==> src/rtl/imm_materializer_pkg.sv <==
// Shared definitions for the wide-immediate encode path.
//   - MOVZ/MOVK 64-bit opcode bases (hw, imm16 and rd fields zero)
//   - Sign-extender control codes (Z mode decodes imm16 << 16*hw)
//   - FSM state encoding for imm_materializer
//   - Helpers: non-zero halfword mask, halfword select, instruction packing
package imm_materializer_pkg;

  localparam logic [31:0] MOVZ_BASE = 32'hD280_0000;
  localparam logic [31:0] MOVK_BASE = 32'hF280_0000;

  typedef enum logic [2:0] {
    SE_I  = 3'b000,
    SE_D  = 3'b001,
    SE_B  = 3'b010,
    SE_CB = 3'b011,
    SE_Z  = 3'b100
  } se_ctrl_e;

  typedef enum logic [1:0] {
    ST_IDLE = 2'd0,
    ST_EMIT = 2'd1,
    ST_DONE = 2'd2
  } state_e;

  // Bit i set when halfword i of v is non-zero.
  function automatic logic [3:0] nz_mask(input logic [63:0] v);
    logic [3:0] m;
    m[0] = (v[15:0]  != 16'h0);
    m[1] = (v[31:16] != 16'h0);
    m[2] = (v[47:32] != 16'h0);
    m[3] = (v[63:48] != 16'h0);
    return m;
  endfunction

  function automatic logic [15:0] hw_slice(input logic [63:0] v, input logic [1:0] hw);
    logic [15:0] s;
    case (hw)
      2'd0:    s = v[15:0];
      2'd1:    s = v[31:16];
      2'd2:    s = v[47:32];
      default: s = v[63:48];
    endcase
    return s;
  endfunction

  // The first beat of a request is always MOVZ so stale upper bits are wiped.
  function automatic logic [31:0] encode_mov(input logic first, input logic [1:0] hw,
                                             input logic [15:0] imm, input logic [4:0] rd);
    logic [31:0] base;
    base = first ? MOVZ_BASE : MOVK_BASE;
    return base | {9'b0, hw, imm, rd};
  endfunction

endpackage

==> src/rtl/hw_pick.sv <==
// Lowest-set-bit priority encoder over the pending-halfword mask.
//   mask_i [3:0] : pending halfwords
//   hw_o   [1:0] : index of the lowest pending halfword (0 when none)
//   any_o        : at least one halfword pending
module hw_pick (
  input  logic [3:0] mask_i,
  output logic [1:0] hw_o,
  output logic       any_o
);

  always_comb begin
    hw_o  = 2'd0;
    any_o = |mask_i;
    if (mask_i[0])      hw_o = 2'd0;
    else if (mask_i[1]) hw_o = 2'd1;
    else if (mask_i[2]) hw_o = 2'd2;
    else if (mask_i[3]) hw_o = 2'd3;
  end

endmodule

==> src/rtl/imm_materializer.sv <==
// Emits the MOVZ/MOVK sequence that rebuilds a 64-bit constant in register rd,
// one 32-bit instruction per valid/ready handshake, halfwords in ascending order.
// Ports:
//   CLK, Reset         : clock, synchronous active-high reset
//   start, value, rd   : request (sampled only in IDLE)
//   instr, instr_valid : instruction stream, held stable under backpressure
//   instr_ready        : consumer accepts instr this cycle
//   busy               : request in progress (EMIT/DONE)
//   done               : one-cycle pulse after the last beat is accepted
//   count              : beats accepted for the current/last request
module imm_materializer
  import imm_materializer_pkg::*;
#(
  parameter bit SKIP_ZERO_HW = 1'b1
) (
  input  logic        CLK,
  input  logic        Reset,
  input  logic        start,
  input  logic [63:0] value,
  input  logic [4:0]  rd,
  output logic [31:0] instr,
  output logic        instr_valid,
  input  logic        instr_ready,
  output logic        busy,
  output logic        done,
  output logic [2:0]  count
);

  state_e      state_q;
  logic [63:0] value_q;
  logic [4:0]  rd_q;
  logic [3:0]  mask_q, mask_d;
  logic [1:0]  hw_q;
  logic        first_q, first_d;
  logic [31:0] instr_q, instr_d;
  logic        instr_valid_q;
  logic        busy_q;
  logic        done_q;
  logic [2:0]  count_q;

  logic        accept;
  logic        fire;
  logic [63:0] val_sel;
  logic [4:0]  rd_sel;
  logic [1:0]  pick_hw;
  logic        pick_any;

  assign instr       = instr_q;
  assign instr_valid = instr_valid_q;
  assign busy        = busy_q;
  assign done        = done_q;
  assign count       = count_q;

  // Next pending mask: fresh on accept, current beat retired on fire.
  // The following beat is picked from this mask so instr can be registered.
  always_comb begin
    accept  = (state_q == ST_IDLE) && start;
    fire    = (state_q == ST_EMIT) && instr_valid_q && instr_ready;
    mask_d  = mask_q;
    first_d = first_q;
    val_sel = value_q;
    rd_sel  = rd_q;
    if (accept) begin
      if (!SKIP_ZERO_HW)       mask_d = 4'b1111;
      else if (value == 64'h0) mask_d = 4'b0001;
      else                     mask_d = nz_mask(value);
      first_d = 1'b1;
      val_sel = value;
      rd_sel  = rd;
    end else if (fire) begin
      mask_d  = mask_q & ~(4'b0001 << hw_q);
      first_d = 1'b0;
    end
  end

  hw_pick u_hw_pick (
    .mask_i (mask_d),
    .hw_o   (pick_hw),
    .any_o  (pick_any)
  );

  always_comb begin
    instr_d = encode_mov(first_d, pick_hw, hw_slice(val_sel, pick_hw), rd_sel);
  end

  always_ff @(posedge CLK) begin
    if (Reset) begin
      state_q       <= ST_IDLE;
      value_q       <= 64'h0;
      rd_q          <= 5'h0;
      mask_q        <= 4'h0;
      hw_q          <= 2'd0;
      first_q       <= 1'b0;
      instr_q       <= 32'h0;
      instr_valid_q <= 1'b0;
      busy_q        <= 1'b0;
      done_q        <= 1'b0;
      count_q       <= 3'd0;
    end else begin
      case (state_q)
        ST_IDLE: begin
          done_q <= 1'b0;
          if (accept) begin
            value_q       <= value;
            rd_q          <= rd;
            count_q       <= 3'd0;
            mask_q        <= mask_d;
            hw_q          <= pick_hw;
            first_q       <= 1'b1;
            instr_q       <= instr_d;
            instr_valid_q <= 1'b1;
            busy_q        <= 1'b1;
            state_q       <= ST_EMIT;
          end
        end
        ST_EMIT: begin
          if (fire) begin
            count_q <= count_q + 3'd1;
            mask_q  <= mask_d;
            first_q <= 1'b0;
            if (pick_any) begin
              hw_q    <= pick_hw;
              instr_q <= instr_d;
            end else begin
              instr_q       <= 32'h0;
              instr_valid_q <= 1'b0;
              done_q        <= 1'b1;
              state_q       <= ST_DONE;
            end
          end
        end
        ST_DONE: begin
          done_q  <= 1'b0;
          busy_q  <= 1'b0;
          state_q <= ST_IDLE;
        end
        default: state_q <= ST_IDLE;
      endcase
    end
  end

endmodule

==> config.mk <==
export PLATFORM = sky130hd
export DESIGN_NAME = imm_materializer
export DESIGN_NICKNAME = d
export VERILOG_FILES = /design/src/rtl/imm_materializer_pkg.sv /design/src/rtl/hw_pick.sv /design/src/rtl/imm_materializer.sv
export SDC_FILE = /design/constraint.sdc
export NUM_CORES = 1
export LEC_CHECK = 0
export ABC_AREA = 1
export CORE_MARGIN = 2
export CORE_UTILIZATION = 45
export CTS_CLUSTER_SIZE = 8
export DETAILED_ROUTE_END_ITERATION = 12
export PLACE_DENSITY = 0.71
export SYNTH_ARGS = -nofsm -noshare
export SYNTH_HDL_FRONTEND = slang
export SYNTH_SLANG_ARGS = --single-unit
==> constraint.sdc <==
create_clock -name CLK -period 2.2 [get_ports CLK]
set_input_delay 0.44 -clock CLK [delete_from_list [all_inputs] [get_ports CLK]]
set_output_delay 0.44 -clock CLK [all_outputs]
set_load 0.03 [all_outputs]
After elaboration in Yosys (flattened, before gate mapping)
Index checks and enable logic that the tools add are counted.

operators by class
  muxes and demuxes = 40
  bitwise operators = 3
  shift-type cells = 1
  eq/ne operators = 8
  reduce and logical (&&, ||, !) cells = 22
  add/sub/neg operators = 1

operators by type and width
  kind                                            number
  two-way mux 32 bit                              3
  zero test 64 bit                                1
  two-way mux 64 bit                              1
  one-hot mux 32 bit (2 select lines)             1
  nonzero test 16 bit                             4
  one-hot mux 16 bit (3 select lines)             1
  bitwise OR 32 x 23 -> 32 bit                    1
  two-way mux 30 bit                              1
  two-way mux 2 bit                               10
  two-way mux 4 bit                               5
  AND reduction 3 bit                             3
  != test 2 bit (second input constant)           4
  one-hot mux 1 bit (2 select lines)              4
  one-hot mux 2 bit (2 select lines)              2
  one-hot mux 4 bit (2 select lines)              1
  AND reduction 4 bit                             2
  two-way mux 1 bit                               7
  two-way mux 3 bit                               2
  one-hot mux 3 bit (2 select lines)              1
  nonzero test 2 bit                              3
  two-way mux 5 bit                               1
  AND 4 bit                                       1
  == test 2 x 1 -> 1 bit (second input constant)  2
  == test 2 bit (second input constant)           2
  8 further kinds                                 12

storage, ports and cells
  word-level logic and storage cells = 86
  output and inout port bits = 38
  bits in registers = 116
  input bits = 73

Longest topological paths before layout
Gate-level depths: netlist of the first run.

  depth in word-level cells = 15
  mapped depth = 16
  gate-level depth less buffers = 15

Hierarchy
From an unflattened synthesis of the first run, not the netlist that was laid out.

second synthesis, totals
  cell total of the unflattened synthesis = 828
  area total of the unflattened synthesis = 5303.8 um^2

modules (own cells, without submodules)
  module            cells each  sequential area each (um^2)  area an instance (um^2)  times used
  imm_materializer  820         2162.1                       5267.6                   1
  hw_pick           8           0.0                          36.3                     1

Worst setup path before layout of the first run
No wires, ideal clock.

  kind = reg2reg
  from = register instr_valid_q, in the netlist instr_valid
  to = register instr_q[13], in the netlist instr[13]
  required time = 2068 ps
  path buffers = 2
  arrival = 1856 ps
  stages on the path, launching flop included = 16
  setup time = 132 ps
  path slack = 212 ps
  clock period less this slack = 1988 ps
  cell sequence = dfxtp_1 -> nand2_1 -> inv_1 -> nand2_1 -> nor2_1 -> nor2_2 -> inv_1 -> nand2_1 -> a21oi_2 -> buf_6 -> nand2_4 -> buf_4 -> nand3_1 -> nand3_1 -> nand2_1 -> a21oi_1

between the ends
  longest elaborated chain between the ends = 14
  elaborated cells on any way between the ends = 20
  classes of those cells = eq/ne: 3; mux: 11; bitwise: 1; reduce/logical: 5

RTL lines
  item                                         RTL line                    RTL
  start, declared                              imm_materializer.sv:36      logic instr_valid_q;
  start signal, assigned                       imm_materializer.sv:95      instr_valid_q <= 1'b0;
  start signal, assigned                       imm_materializer.sv:111     instr_valid_q <= 1'b1;
  start signal, assigned                       imm_materializer.sv:126     instr_valid_q <= 1'b0;
  logical AND 1 bit * (2 in series)            imm_materializer.sv:58      fire = (state_q == ST_EMIT) && instr_valid_q && instr_ready;
  two-way mux 4 bit                            imm_materializer.sv:70      end else if (fire) begin
  two-way mux 4 bit                            imm_materializer.sv:63      if (accept) begin
  two-way mux 2 bit                            hw_pick.sv:17               else if (mask_i[3]) hw_o = 2'd3;
  two-way mux 2 bit                            hw_pick.sv:16               else if (mask_i[2]) hw_o = 2'd2;
  two-way mux 2 bit                            hw_pick.sv:15               else if (mask_i[1]) hw_o = 2'd1;
  two-way mux 2 bit                            hw_pick.sv:14               if (mask_i[0]) hw_o = 2'd0;
  == test 2 bit, or another cell as far along  imm_materializer_pkg.sv:37  case (hw)
  one-hot mux 16 bit (3 select lines)          imm_materializer_pkg.sv:37
  bitwise OR 32 x 23 -> 32 bit                 imm_materializer_pkg.sv:51  return base | {9'b0, hw, imm, rd};
  two-way mux 32 bit                           imm_materializer.sv:121     if (pick_any) begin
  two-way mux 32 bit                           imm_materializer.sv:117     if (fire) begin
  one-hot mux 32 bit (2 select lines)          imm_materializer.sv:100     case (state_q)
  end signal, assigned                         imm_materializer.sv:110     instr_q <= instr_d;
  end signal, assigned                         imm_materializer.sv:123     instr_q <= instr_d;
  end, declared                                imm_materializer.sv:35      logic [31:0] instr_q, instr_d;

Every way passes the cells marked *; elsewhere a longest branch is shown, timed or not. The select of a mux whose other input is x is not followed.
A chain may end at the register's enable or synchronous reset.

Final worst setup path of the first run
  from = input value[8]
  to = register instr_q[10], in the netlist instr[10]

between the ends
  longest elaborated chain between the ends = 13
  elaborated cells on any way between the ends = 18
  classes of those cells = eq/ne: 2; mux: 11; bitwise: 1; reduce/logical: 4

RTL lines
  item                                         RTL line                    RTL
  start, declared                              imm_materializer.sv:19      input logic [63:0] value,
  zero test 64 bit                             imm_materializer.sv:65      else if (value == 64'h0) mask_d = 4'b0001;
  two-way mux 4 bit *                          imm_materializer.sv:65
  two-way mux 4 bit *                          imm_materializer.sv:63
  two-way mux 2 bit                            hw_pick.sv:17
  two-way mux 2 bit                            hw_pick.sv:16
  two-way mux 2 bit                            hw_pick.sv:15
  two-way mux 2 bit                            hw_pick.sv:14
  == test 2 bit, or another cell as far along  imm_materializer_pkg.sv:37
  one-hot mux 16 bit (3 select lines)          imm_materializer_pkg.sv:37
  bitwise OR 32 x 23 -> 32 bit                 imm_materializer_pkg.sv:51
  two-way mux 32 bit                           imm_materializer.sv:121
  two-way mux 32 bit                           imm_materializer.sv:117
  one-hot mux 32 bit (2 select lines) *        imm_materializer.sv:100

Marks and branches as above.

==> results of run 1 <==
## report_power, final
part | leakage (nW) | internal [mW] | total [mW] | switching, mW
clock network | 0.146 | 0.889 | 1.64 | 0.752
logic | 2.59 | 0.709 | 1.53 | 0.824
registers | 0.898 | 2.13 | 2.19 | 0.0606
total | 3.63 | 3.73 | 5.36 | 1.64
## sequential cells by signal, summed over array words and instances, names as in the netlist
signal / flops
rd_q: 5
first_q: 1
instr_valid: 1
instr: 25
done: 1
mask_q: 4
value_q: 64
hw_q: 2
busy: 1
state_q: 2
count: 3
## cells by family after synthesis
family                     count (synthesis)  share of synthesized area [%]
and+or+nand+nor                          387                           35.1
DFF                                      109                           42.5
buffers and inverters                     92                           8.32
AOI/OAI and AO/OA                         73                           7.53
muxes                                     32                           6.24
adders and majority gates                  1                          0.244
other                                      1                         0.0731
## Yosys cell counts (2+ instances only)
library cell	count	area, um2
buf_2	6	30.0
dfxtp_1	109	2180
o21ai_0	40	200
buf_6	2	22.5
nand3_1	39	195
nor3b_1	16	120
clkbuf_1	22	82.6
nand2_1	87	327
inv_2	4	15.0
nand3_2	3	30.0
buf_4	15	113
a21oi_2	2	17.5
nand4_1	17	106
nand2_4	4	45.0
nor2_4	2	22.5
nand2_2	4	25.0
inv_1	42	158
nor2_2	2	12.5
mux2i_1	32	320
a21oi_1	28	140
nor2_1	177	664
or2_2	32	200
## cells in the final DEF (no fill, tap or decap), drive strengths merged, types with 31 or more instances in the layout
master         count
nor2             181
mux2i             32
inv               49
a21oi             31
nand3             43
or2               32
o21ai             41
clkdlybuf4s50     85
dfxtp            109
buf               99
nand2             96
## how the worst min path moves through the flow
stage | cells past startpoint | from | endpoint
CTS | 2 | Reset | state_q[1]
floorplan | 2 | value_q[48] | value_q[48]
detailed placement | 2 | done | done
global placement | 2 | instr[18] | instr[18]
finish | 2 | Reset | state_q[1]
global route | 2 | Reset | state_q[1]
## layer usage
layer	wire, um	vias up	track usage, %
met5	0	-	0
met4	337	0	8.58
met3	717	23	3.55
met2	6890	158	38.4
met1	6550	2382	31.1
li1	-	2572	-
## final cells by class
cell class	instances	area share, %
clock inverters	7	0.968
repair buffers	206	25.9
well taps	140	2.30
inverters	47	2.38
multi-input cells	498	36.8
flip-flops and latches	109	28.6
clock buffers	9	2.95
## per-stage QoR
| stage | hold WS (ps) | TNS [ps] | instance area (um2) | setup WS [ps] | instances |
|---|---|---|---|---|---|
| 2_1_floorplan | 453 | 0 | 5140 | 212 | 697 |
| 3_3_place_gp | 460 | -7860 | 6890 | -432 | 990 |
| 3_5_place_dp | 464 | -9360 | 6890 | -486 | 990 |
| 4_1_cts | 429 | 0 | 7260 | 1.89 | 1009 |
| 5_1_grt | 452 | -121 | 7620 | -51.1 | 1016 |
| 6_report | 434 | 0 | 7620 | 50.8 | 1016 |
## timing repair
action	in CTS	in global routing
setup endpoints to repair	16	24
buffers inserted	3	4
hold endpoints to repair	0	0
cloned	0	3
pin swaps	4	34
resized for setup	10	79
==> metrics, run 1 <==
outcome=completed; Final GP Congestion=0.933; area grow syn2layout=48.6%; Yosys cell types=32; CP Launch Type=input pin; diode count=0; # Max-Cap Violations=0; Clock transition at path regs=70 ps; Top FF cell, synth=dfxtp_1; CP max stage delay=440 ps; critical path depth in cells=14; clk_lat worst skew=350 ps; reg2reg start=state_q[0]; mapped cell area=0.00513 mm2; highest net fanout along the worst path=8; Syn Inst Count=695; First-pass DRT Iterations=4; Mapped Avg Cell Area=7.38 um2; Die Span X=111 um; # H-tree levels=3; crit path capture=instr[10]; worst hold path type=in -> reg; Initial Utilization=46.7%; delay-heaviest family, CP=simple AND/OR/NAND/NOR gates; clock root cell=clkbuf_16; final setup fails=0; skew final=4.87 ps; Pwr Total=5.36 mW; FMAX=465 MHz; Crit. End Element=register; NumNets Final=945; FF-to-FF path depth=16; crit path launch=value[8]; Via density=5.05; # DRC=0; WL/cell=14.3 um; first-pass GRT wire length=23,800 um; r2r setup slk=140 ps; fin crit share=97.7%; CTS max path bufs=2; number of synthesized flops with an enable pin=0; Leak Pwr=3.63 nW; Port Buffers=107; Antenna Nets Post-Route=0; CTS Buf Count=9; crit-path cells=clkdlybuf4s50_1 -> nor2_1 -> nand2_1 -> nor2_1 -> nand2_1 -> nand2_1 -> nand2_1 -> a21oi_4 -> buf_4 -> nand2_4 -> nand3_1 -> nand3_1 -> nand2_1 -> a21oi_1; CTS tree=built; register area=0.00218 mm2; critical path arrival=2370 ps; PD cells=703 mW/mm2; core area=0.0110 mm2; Crit path required time=2430 ps; Slowest-stage cell, CP=clkdlybuf4s50_1; Tot GR Track Use=23.4%; crit path kind=in -> reg; WP buf/inv=2; num rows=38; final hold viol count=0; ys async rst share=0%; largest net degree at the start of global routing=87; Initial DRC Count=367; Tmin final=2150 ps; routed vias=5,135; layout cell share with drive strength beyond 1=26.0%; grt total ovfl=0; Max Slew Vio Count=0; # IOs=111; Seq/Total Area, Yosys=42.5%; CTS Hold Bufs=0; post-detail-place hpwl=10,500 um; die area=0.0123 mm2; most frequent CP cell=nand2_1; Die Y=111 um; worst reg2reg path endpoint=instr[11]; Clock Sinks=109; number of synthesized register bits=109; Synth Warn #=0; vias in the first global route=4,949; initial antenna violation count=0; multi-input combinational cell area=0.00281 mm2; drt total wl=14,500 um; utilization after layout=69.4%; # fillers=889; Max rail drop VDD=0.000469 V
(Power assumes the default switching activity.)
==> inputs of run 2 (changes only) <==
--- a/config.mk
+++ b/config.mk
@@ -6,6 +6,7 @@
 export NUM_CORES = 1
 export LEC_CHECK = 0
 export ABC_AREA = 1
+export CAP_MARGIN = 20
 export CORE_MARGIN = 2
 export CORE_UTILIZATION = 45
 export CTS_CLUSTER_SIZE = 8
==> results of run 2 <==
Final layout, timing and power as in run 1 (identical DEF).
==> inputs of run 3 (changes only) <==
--- a/config.mk
+++ b/config.mk
@@ -7,11 +7,12 @@
 export LEC_CHECK = 0
 export ABC_AREA = 1
 export CAP_MARGIN = 20
-export CORE_MARGIN = 2
+export CORE_MARGIN = 3
 export CORE_UTILIZATION = 45
 export CTS_CLUSTER_SIZE = 8
 export DETAILED_ROUTE_END_ITERATION = 12
 export PLACE_DENSITY = 0.71
+export RECOVER_POWER = 50
 export SYNTH_ARGS = -nofsm -noshare
 export SYNTH_HDL_FRONTEND = slang
 export SYNTH_SLANG_ARGS = --single-unit
==> metrics, run 3 (same netlist as run 1, synthesis figures left out) <==
Final GP Congestion=0.933; reg2reg start=state_q[1]; Clock transition at path regs=70 ps; CTS tree=built; worst hold start=value[0]; Tmin final=2190 ps; M2 GR Usage=37.1%; Hold Path Depth=3; Port Buffers=107; # IOs=111; Crit. End Element=register; layout cell share with drive strength beyond 1=27.0%; outcome=completed; Post-Place Cells=994; Initial Utilization=46.7%; First-pass DRT Iterations=5; critical path arrival=2410 ps; num rows=38; WL/cell=14.9 um; diode count=0; GR Util met1=31.0%; # H-tree levels=3; most frequent cells in the layout=nor2_1 (155), dfxtp_1 (109), buf_4 (97), clkdlybuf4s50_1 (83), nand2_1 (76); initial antenna violation count=0; Die Span X=113 um; grt total ovfl=0; utilization after layout=70.8%; drt total wl=15,400 um; Hold Path End=value_q[0]; r2r setup slk=130 ps; most common cell after layout, fill and taps aside=nor2_1; CTS Hold Bufs=0; Max rail drop VDD=0.000625 V; Clock Sinks=109; core area=0.0110 mm2; CP Launch Type=input pin; area grow syn2layout=51.5%; clock root cell=clkbuf_16; PD cells=688 mW/mm2; fin crit share=99.8%; Via density=5.16; Leak Pwr=3.67 nW; Sw Ratio=31.1%; sequential power share=41.0%; register with the most flip-flops=value_q; post-detail-place hpwl=10,500 um; fin cells=1,030; vias in the first global route=4,962; # Max-Cap Violations=0; routed vias=5,318; die area=0.0127 mm2; FMAX=456 MHz; CTS max path bufs=2; Die Y=113 um; crit path kind=in -> reg; worst reg2reg path endpoint=instr[8]; number of flip-flops in the largest register=64; largest net degree at the start of global routing=98; Clk pwr share=29.5%; Initial DRC Count=286; gr busiest metal=met2; Crit path required time=2410 ps; Max Slew Vio Count=0; Tot GR Track Use=22.5%; Antenna Nets Post-Route=0; unrepaired setup endpoints after global routing=true; # DRC=0; first-pass GRT wire length=23,800 um; Net Switching=1.66 mW; clk_lat worst skew=350 ps; FF-to-FF path depth=14; NumNets Final=959; final setup fails=0; skew final=8.16 ps; final hold viol count=0; Pint=3.68 mW; GRT met3 Usage=3.37%; highest net fanout along the worst path=16; combinational power share=29.5%; worst hold path type=in -> reg; CTS Buf Count=9
-- run 3: worst max-delay path by stage --
stage | start | endpoint | slack, ps | cells after the start
after floorplan | instr_valid | instr[13] | 210 | 15
after global placement | value[40] | instr[15] | -350 | 15
after detailed placement | value[40] | instr[15] | -410 | 15
after CTS | value[29] | instr[15] | 10 | 15
after global routing | instr_ready | instr[8] | -70 | 15
final | instr_ready | instr[8] | 5 | 15
-- run 3: layer usage --
| layer | vias up | share of wire (%) |
|---|---|---|
| met3 | 31 | 5.8 |
| met1 | 2487 | 44 |
| met4 | 0 | 2.0 |
| met5 | - | 0 |
| li1 | 2605 | - |
| met2 | 195 | 48 |
-- run 3: through the flow --
stage / total power, mW / worst slack (ps) / area, um2 / hold WS, ps / setup TNS (ps)
4_1_cts: 5.18 / 13.0 / 7260 / 478 / 0
2_1_floorplan: 3.01 / 212 / 5140 / 453 / 0
6_report: 5.35 / 5.16 / 7770 / 475 / 0
3_5_place_dp: 3.61 / -409 / 6900 / 462 / -8860
5_1_grt: 5.58 / -71.8 / 7770 / 488 / -516
3_3_place_gp: 3.58 / -347 / 6900 / 459 / -8030
-- run 3: area by class of cell --
| cell class | instances | area [um2] |
|---|---|---|
| inverter | 47 | 184 |
| timing repair buffer | 220 | 2130 |
| clock inverter | 5 | 43.8 |
| tap | 140 | 175 |
| multi-input combinational | 498 | 2820 |
| fill | 869 | 3210 |
| sequential | 109 | 2180 |
| clock buffer | 11 | 243 |
-- run 3: power by group through the flow --
stage / clock network [mW] / logic (mW) / registers (mW)
after detailed placement: 0 / 1.38 / 2.24
after floorplan: 0 / 0.699 / 2.31
after CTS: 1.58 / 1.40 / 2.19
after global placement: 0 / 1.36 / 2.23
final: 1.58 / 1.58 / 2.19
after global routing: 1.67 / 1.70 / 2.20
-- run 3: worst max-delay path, stage by stage --
cell and delay (ps):
clkdlybuf4s50_1 470, nand2_2 70, buf_4 150, nor2_4 100, nand3_1 90, nand3_1 100, nand2_2 70, buf_4 140
nand2_4 100, nand2_4 90, buf_12 160, nand4_1 110, nand3_1 130, nand2_1 110, a21oi_1 80
-- run 3: repair_timing --
item	CTS	global route
setup buffers	3	12
endpoints found under the setup margin	14	27
hold endpoints to repair	0	0
cloned	0	5
resized for setup	11	89
pin swaps	0	50
